### src/rtl/pipe_hazard_ctrl_if.sv
`default_nettype none
// ============================================================================
// Module      : pipe_hazard_ctrl_if
// Description : Signal bundle between the pipeline datapath and the hazard
//               controller. The master modport is the pipeline side (drives
//               hazard sources and the data-memory handshake). The slave
//               modport is the controller (drives stage stall/flush
//               controls, PC redirect select and watchdog pulse).
// Ports       : id_rs1/id_rs2        ID-stage source registers
//               ex_rd/ex_re_mem      EX-stage destination and load flag
//               ex_br_taken          EX-stage taken branch/jump
//               mem_except           MEM-stage exception valid
//               mem_csr_ret          MEM-stage xRET type (0 = none)
//               dmem_req/dmem_ack    MEM-stage data access handshake
//               *_stall / *_flush    per stage register hold / bubble
//               redirect_sel         0 seq, 1 branch, 2 trap vec, 3 epc
//               dmem_timeout         memory watchdog expiry pulse
// Revision    : 1.0 - initial release
// ============================================================================
interface pipe_hazard_ctrl_if;
   logic [4:0] id_rs1;
   logic [4:0] id_rs2;
   logic [4:0] ex_rd;
   logic       ex_re_mem;
   logic       ex_br_taken;
   logic       mem_except;
   logic [1:0] mem_csr_ret;
   logic       dmem_req;
   logic       dmem_ack;
   logic       pc_stall;
   logic       ifid_stall;
   logic       idex_stall;
   logic       exmem_stall;
   logic       memwb_stall;
   logic       ifid_flush;
   logic       idex_flush;
   logic       exmem_flush;
   logic       memwb_flush;
   logic [1:0] redirect_sel;
   logic       dmem_timeout;

   modport master (
      output id_rs1, id_rs2, ex_rd, ex_re_mem, ex_br_taken,
      output mem_except, mem_csr_ret, dmem_req, dmem_ack,
      input  pc_stall, ifid_stall, idex_stall, exmem_stall, memwb_stall,
      input  ifid_flush, idex_flush, exmem_flush, memwb_flush,
      input  redirect_sel, dmem_timeout
   );

   modport slave (
      input  id_rs1, id_rs2, ex_rd, ex_re_mem, ex_br_taken,
      input  mem_except, mem_csr_ret, dmem_req, dmem_ack,
      output pc_stall, ifid_stall, idex_stall, exmem_stall, memwb_stall,
      output ifid_flush, idex_flush, exmem_flush, memwb_flush,
      output redirect_sel, dmem_timeout
   );
endinterface
`default_nettype wire

### src/rtl/pipe_hazard_ctrl.sv
`default_nettype none
// ============================================================================
// Module      : pipe_hazard_ctrl
// Description : Five-stage pipeline hazard controller. A three-state FSM
//               (RUN, MEM_WAIT, TRAP) arbitrates traps/xRET, data-memory
//               waits, taken branches and load-use hazards, and produces
//               per-stage stall/flush controls plus the PC redirect select.
//               Outputs are combinational from state and inputs.
// Ports       : clk   - clock, posedge
//               rstn  - synchronous active-low reset
//               hz    - pipe_hazard_ctrl_if.slave (hazard sources in,
//                       stall/flush/redirect/timeout out)
// Parameters  : TIMEOUT_CYC - data-memory wait limit, 1..255 cycles
// Config      : DMEM_TIMEOUT_EN - when defined, adds the MEM_WAIT watchdog
//               that raises dmem_timeout and traps after TIMEOUT_CYC
//               MEM_WAIT cycles without ack.
// Revision    : 1.0 - initial release
// ============================================================================
module pipe_hazard_ctrl #(
   parameter int TIMEOUT_CYC = 255
) (
   input  wire logic        clk,
   input  wire logic        rstn,
   pipe_hazard_ctrl_if.slave hz
);

   typedef enum logic [1:0] {
      ST_RUN      = 2'd0,
      ST_MEM_WAIT = 2'd1,
      ST_TRAP     = 2'd2
   } state_t;

   localparam logic [1:0] c_sel_seq  = 2'd0;
   localparam logic [1:0] c_sel_br   = 2'd1;
   localparam logic [1:0] c_sel_trap = 2'd2;
   localparam logic [1:0] c_sel_epc  = 2'd3;
   localparam logic [7:0] c_timeout_cyc = 8'(TIMEOUT_CYC);

   state_t     r_state;
   state_t     w_next;
   logic [3:0] w_stall;   // {pc, ifid, idex, exmem}
   logic [3:0] w_flush;   // {ifid, idex, exmem, memwb}
   logic [1:0] w_sel;
   logic       w_timeout;
   logic       w_trap_ev;
   logic       w_mem_wait_ev;
   logic       w_load_use;

   assign w_trap_ev     = hz.mem_except | (hz.mem_csr_ret != 2'd0);
   assign w_mem_wait_ev = hz.dmem_req & ~hz.dmem_ack;
   // x0 is hardwired zero, so a load targeting it never creates a hazard.
   assign w_load_use    = hz.ex_re_mem && (hz.ex_rd != 5'd0) &&
                          ((hz.ex_rd == hz.id_rs1) || (hz.ex_rd == hz.id_rs2));

`ifdef DMEM_TIMEOUT_EN
   logic [7:0] r_wait_cnt;
   logic       w_expired;

   // Counter holds the number of MEM_WAIT cycles seen, including the current one.
   assign w_expired = (r_wait_cnt >= c_timeout_cyc);

   always_ff @(posedge clk) begin
      if (!rstn) begin
         r_wait_cnt <= 8'd0;
      end else if (r_state == ST_RUN && w_next == ST_MEM_WAIT) begin
         r_wait_cnt <= 8'd1;
      end else if (w_next == ST_MEM_WAIT) begin
         if (r_wait_cnt != 8'hFF) begin
            r_wait_cnt <= r_wait_cnt + 8'd1;
         end
      end else begin
         r_wait_cnt <= 8'd0;
      end
   end
`else
   logic w_expired;
   logic w_unused_timeout;

   // No watchdog: the wait never expires and the limit has no effect.
   assign w_expired        = 1'b0;
   assign w_unused_timeout = ^c_timeout_cyc;
`endif

   always_comb begin
      w_next    = r_state;
      w_stall   = 4'b0000;
      w_flush   = 4'b0000;
      w_sel     = c_sel_seq;
      w_timeout = 1'b0;
      if (!rstn) begin
         // Every stage register is bubbled while reset is held.
         w_flush = 4'b1111;
         w_next  = ST_RUN;
      end else begin
         case (r_state)
            ST_RUN: begin
               if (w_trap_ev) begin
                  w_flush = 4'b1110;
                  w_sel   = hz.mem_except ? c_sel_trap : c_sel_epc;
                  w_next  = ST_TRAP;
               end else if (w_mem_wait_ev) begin
                  w_stall = 4'b1111;
                  w_flush = 4'b0001;
                  w_next  = ST_MEM_WAIT;
               end else if (hz.ex_br_taken) begin
                  w_flush = 4'b1100;
                  w_sel   = c_sel_br;
               end else if (w_load_use) begin
                  // pc/ifid hold, idex gets a bubble.
                  w_stall = 4'b1100;
                  w_flush = 4'b0100;
               end
            end
            ST_MEM_WAIT: begin
               if (hz.dmem_ack) begin
                  w_next = ST_RUN;
               end else if (w_expired) begin
                  w_timeout = 1'b1;
                  w_flush   = 4'b1110;
                  w_sel     = c_sel_trap;
                  w_next    = ST_TRAP;
               end else begin
                  w_stall = 4'b1111;
                  w_flush = 4'b0001;
               end
            end
            ST_TRAP: begin
               // Discard the wrong-path fetch made while redirecting.
               w_flush = 4'b1000;
               w_next  = ST_RUN;
            end
            default: begin
               w_flush = 4'b1111;
               w_next  = ST_RUN;
            end
         endcase
      end
   end

   always_ff @(posedge clk) begin
      r_state <= w_next;
   end

   assign hz.pc_stall     = w_stall[3];
   assign hz.ifid_stall   = w_stall[2] & ~w_flush[3];
   assign hz.idex_stall   = w_stall[1] & ~w_flush[2];
   assign hz.exmem_stall  = w_stall[0] & ~w_flush[1];
   assign hz.memwb_stall  = 1'b0;
   assign hz.ifid_flush   = w_flush[3];
   assign hz.idex_flush   = w_flush[2];
   assign hz.exmem_flush  = w_flush[1];
   assign hz.memwb_flush  = w_flush[0];
   assign hz.redirect_sel = w_sel;
   assign hz.dmem_timeout = w_timeout;

endmodule
`default_nettype wire

### src/flat_wrapper.sv
// flat-port wrapper written by rule: the top's interface ports become plain ports
module pipe_hazard_ctrl_flat 
#(
   parameter int TIMEOUT_CYC = 255
)
  (clk, rstn, hz_id_rs1, hz_id_rs2, hz_ex_rd, hz_ex_re_mem, hz_ex_br_taken, hz_mem_except, hz_mem_csr_ret, hz_dmem_req, hz_dmem_ack, hz_pc_stall, hz_ifid_stall, hz_idex_stall, hz_exmem_stall, hz_memwb_stall, hz_ifid_flush, hz_idex_flush, hz_exmem_flush, hz_memwb_flush, hz_redirect_sel, hz_dmem_timeout);
  pipe_hazard_ctrl_if hz_i ();
  input  wire logic clk;
  input  wire logic rstn;
  input wire logic [$bits(hz_i.id_rs1)-1:0] hz_id_rs1;
  input wire logic [$bits(hz_i.id_rs2)-1:0] hz_id_rs2;
  input wire logic [$bits(hz_i.ex_rd)-1:0] hz_ex_rd;
  input wire logic [$bits(hz_i.ex_re_mem)-1:0] hz_ex_re_mem;
  input wire logic [$bits(hz_i.ex_br_taken)-1:0] hz_ex_br_taken;
  input wire logic [$bits(hz_i.mem_except)-1:0] hz_mem_except;
  input wire logic [$bits(hz_i.mem_csr_ret)-1:0] hz_mem_csr_ret;
  input wire logic [$bits(hz_i.dmem_req)-1:0] hz_dmem_req;
  input wire logic [$bits(hz_i.dmem_ack)-1:0] hz_dmem_ack;
  output wire logic [$bits(hz_i.pc_stall)-1:0] hz_pc_stall;
  output wire logic [$bits(hz_i.ifid_stall)-1:0] hz_ifid_stall;
  output wire logic [$bits(hz_i.idex_stall)-1:0] hz_idex_stall;
  output wire logic [$bits(hz_i.exmem_stall)-1:0] hz_exmem_stall;
  output wire logic [$bits(hz_i.memwb_stall)-1:0] hz_memwb_stall;
  output wire logic [$bits(hz_i.ifid_flush)-1:0] hz_ifid_flush;
  output wire logic [$bits(hz_i.idex_flush)-1:0] hz_idex_flush;
  output wire logic [$bits(hz_i.exmem_flush)-1:0] hz_exmem_flush;
  output wire logic [$bits(hz_i.memwb_flush)-1:0] hz_memwb_flush;
  output wire logic [$bits(hz_i.redirect_sel)-1:0] hz_redirect_sel;
  output wire logic [$bits(hz_i.dmem_timeout)-1:0] hz_dmem_timeout;
  assign hz_i.id_rs1 = hz_id_rs1;
  assign hz_i.id_rs2 = hz_id_rs2;
  assign hz_i.ex_rd = hz_ex_rd;
  assign hz_i.ex_re_mem = hz_ex_re_mem;
  assign hz_i.ex_br_taken = hz_ex_br_taken;
  assign hz_i.mem_except = hz_mem_except;
  assign hz_i.mem_csr_ret = hz_mem_csr_ret;
  assign hz_i.dmem_req = hz_dmem_req;
  assign hz_i.dmem_ack = hz_dmem_ack;
  assign hz_pc_stall = hz_i.pc_stall;
  assign hz_ifid_stall = hz_i.ifid_stall;
  assign hz_idex_stall = hz_i.idex_stall;
  assign hz_exmem_stall = hz_i.exmem_stall;
  assign hz_memwb_stall = hz_i.memwb_stall;
  assign hz_ifid_flush = hz_i.ifid_flush;
  assign hz_idex_flush = hz_i.idex_flush;
  assign hz_exmem_flush = hz_i.exmem_flush;
  assign hz_memwb_flush = hz_i.memwb_flush;
  assign hz_redirect_sel = hz_i.redirect_sel;
  assign hz_dmem_timeout = hz_i.dmem_timeout;
  pipe_hazard_ctrl #(.TIMEOUT_CYC(TIMEOUT_CYC)) u_core (.clk(clk), .rstn(rstn), .hz(hz_i));
endmodule
### config.mk
export PLATFORM = sky130hd
export DESIGN_NAME = pipe_hazard_ctrl_flat
export DESIGN_NICKNAME = d
export VERILOG_FILES = /design/src/rtl/pipe_hazard_ctrl_if.sv /design/src/rtl/pipe_hazard_ctrl.sv /design/src/flat_wrapper.sv
export SDC_FILE = /design/constraint.sdc
export NUM_CORES = 1
export LEC_CHECK = 0
export ABC_AREA = 1
export CAP_MARGIN = 10
export CORE_AREA = 2 2 40 42
export CTS_CLUSTER_SIZE = 12
export DETAILED_ROUTE_END_ITERATION = 16
export DIE_AREA = 0 0 42 44
export PLACE_DENSITY = 0.77
export RECOVER_POWER = 100
export SLEW_MARGIN = 20
export SYNTH_ARGS = -nofsm -noshare
export SYNTH_HDL_FRONTEND = slang
export SYNTH_SLANG_ARGS = --single-unit
### constraint.sdc
create_clock -name clk -period 1.9 [get_ports clk]
set_input_delay 0.285 -clock clk [delete_from_list [all_inputs] [get_ports clk]]
set_output_delay 0.285 -clock clk [all_outputs]
set_load 0.02 [all_outputs]
==> flow_summary.ini, run 1 <==
[drt]
num_vias = 642
drtIter0Drc = 4
dr.pass1.iters = 4
ant_nets = 0
drc_errors = 0
wirelength_um = 1270
wire_per_inst_um = 8.52
routed_via_density = 4.31

[flow_run]
cap_violations = 0

[place]
dpl_cell_area_um2 = 850
place_congestion = 0.775
numPortBuffers = 33
dp_hpwl_um = 1110
dp_slack_ps = -396

[grt]
grt.total_usage = 0.142
antenna_found_initial = 0
grt_pass1_vias = 612
globalRoute.totalOverflow = 0
grt_max_degree = 6
grt_pass1_wl_um = 2090

[setup_path]
slowest_stage = clkdlybuf4s50_1
path_class = in2out
crit_end = hz_memwb_flush
required_ps = 1620
crit_chain = clkdlybuf4s50_1, nor3_1, o21bai_2, or2_2, clkdlybuf4s15_1
ff2ff_setup_slack_ps = 920
worst_setup_path_end_kind = output port
path_max_fanout = 2
crit_start = hz_dmem_ack
cpPeakStageDelay_ps = 480
r2r_end = u_core.r_state[0]
cp-start-kind = input port
cp_data_arrival_time_ps = 1560
reg2reg_depth = 5
r2r_start = u_core.r_state[1]

[clock_tree]
clkTransAtPathRegs_ps = 30
cts_tree = yes
clk_path_buf_depth = 2
cts_buffers = 3
root_buffer = clkbuf_4
hold_buffers = 0
htreeDepth = 1
clock_latency_ps = 220
clock_sinks = 2
post_cts_buffers = 0

[synth]
synth.avg_cell_area_um2 = 5.03
ys_seq_area_frac = 0.0874
synthFlopType = dfxtp_1
synth-async-reset-ratio = 0
yosysWarningCount = 0
synth-edff-count = 0
netlist.area_leader.share = 0.238
synth_common_cells = 29 x nand2_1, 21 x inv_1, 8 x nor2_1
syn_area_um2 = 458
yosysMostFrequentCell = nand2_1
synth_cells = 91
synth.distinct_cells = 20
synthTopCellsByArea = nand2_1 24%, inv_1 17%, dfxtp_1 8.7%, nand3_2 6.6%, nor2_1 6.6%
synth_seq_cells = 2
yosys.area.top_type = nand2_1

[layout]
final_nets = 159
top_regs = u_core.r_state x2
design_area_um2 = 847
antennaDiodeCount = 0
top_register = u_core.r_state
fillers = 153
largest_reg_flops = 2
area_growth_pct = 85.0
multi_input_area_um2 = 315
drive_above_1_share = 0.248
regArea_um2 = 40.0

[sta]
min_period_ps = 1840
rsz0062_at_grt = false
finalHoldViolCount = 0
post-route-worst-setup-slack_ps = 58.0
timing.final.crit_share = 0.969
finClkSkew_ps = 2.24
slew_violations = 0
max_freq_mhz = 543
setup_violations = 0

[floorplan]
ios = 36
start_util = 0.323
dieHeight_um = 44
core_um2 = 1420
dieWidth_um = 42
rows = 14
dieArea_um2 = 1850

[run_status]
run_status = completed

[power]
totalPowerFinal_mw = 0.305
total_leakage_power_nw = 0.515
power_density_nw_per_um2 = 360
ir_drop_mv = 0.181

[worst_hold_path]
hold_depth = 4
hold_path.class = reg2reg
==> timing repair <==
item                                    4_1_cts  5_1_grt
pin swaps                                     0        0
gates resized for setup                      26        8
gates cloned                                  0        0
endpoints found under the setup margin       10        7
==> area by class of cell <==
| cell class | instances | share of cell area |
|---|---|---|
| repair buffers | 40 | 0.419 |
| multi-input cells | 63 | 0.372 |
| inverters | 25 | 0.111 |
| flip-flops and latches | 2 | 0.0473 |
| clock buffers | 3 | 0.0266 |
| well taps | 16 | 0.0236 |
==> worst max-delay path: cells and delay by family <==
kind,cells,cell delay (ps)
AOI/OAI and AO/OA,1,190
buffers and inverters,2,760
and+or+nand+nor,2,320
==> power by group <==
group          leakage (nW)  switching, mW  internal, mW  total, mW
combinational         0.484         0.0792        0.0867      0.166
clock                0.0138         0.0235        0.0697     0.0932
sequential           0.0164        0.00174        0.0445     0.0462
==> cells by family after synthesis <==
logic type	after synthesis	synth area share
AOI/OAI and AO/OA	5	0.0738
and+or+nand+nor	54	0.555
buffers and inverters	27	0.238
other	1	0.00819
DFF	2	0.0874
xor gates and xnor gates	2	0.0383
==> layer usage <==
metal	GRT usage	vias to the layer above	routed length, µm
li1	-	347	-
met1	0.119	263	477
met2	0.325	32	674
met3	0.0250	0	117
met4	0.0387	0	0
met5	0	-	0
==> cell usage in the layout, fill, tap and decap left out, types with 2 or more instances in the layout <==
master and n:
buf_4 8, o21ai_0 2, dfxtp_1 2, clkbuf_4 3, clkbuf_2 4, nand3_1 4, dlymetal6s2s_1 2, nand2_2 3
inv_2 4, nor2_1 7, dlygate4sd2_1 4, conb_1 2, xnor2_1 2, nand2_1 29, inv_1 21, nor2_2 4
nand3_2 3, clkdlybuf4s50_1 19
==> through the flow <==
| stage | utilization | std cells | hold WS [ps] | TNS [ps] |
|---|---|---|---|---|
| floorplan | - | 92 | 446 | 0 |
| global placement | 0.599 | 146 | 714 | -2710 |
| detailed placement | 0.599 | 146 | 718 | -2860 |
| CTS | 0.601 | 149 | 724 | 0 |
| global route | 0.597 | 149 | 806 | 0 |
| finish | 0.597 | 149 | 717 | 0 |
==> worst min-delay path by stage <==
stage          slack [ps]               from           endpoint
2_1_floorplan         450               rstn  u_core.r_state[1]
3_3_place_gp          710  u_core.r_state[0]  u_core.r_state[1]
3_5_place_dp          720  u_core.r_state[0]  u_core.r_state[1]
4_1_cts               720  u_core.r_state[0]  u_core.r_state[1]
5_1_grt               810  u_core.r_state[0]  u_core.r_state[1]
6_report              720  u_core.r_state[0]  u_core.r_state[1]
(Power assumes the default switching activity.)
==> run 2: changes to the inputs <==
--- a/config.mk
+++ b/config.mk
@@ -6,6 +6,7 @@
 export NUM_CORES = 1
 export LEC_CHECK = 0
 export ABC_AREA = 1
+export ABC_CLOCK_PERIOD_IN_PS = 1900
 export CAP_MARGIN = 10
 export CORE_AREA = 2 2 40 42
 export CTS_CLUSTER_SIZE = 12
==> results of run 2 <==
Final layout, timing and power as in run 1 (identical DEF).
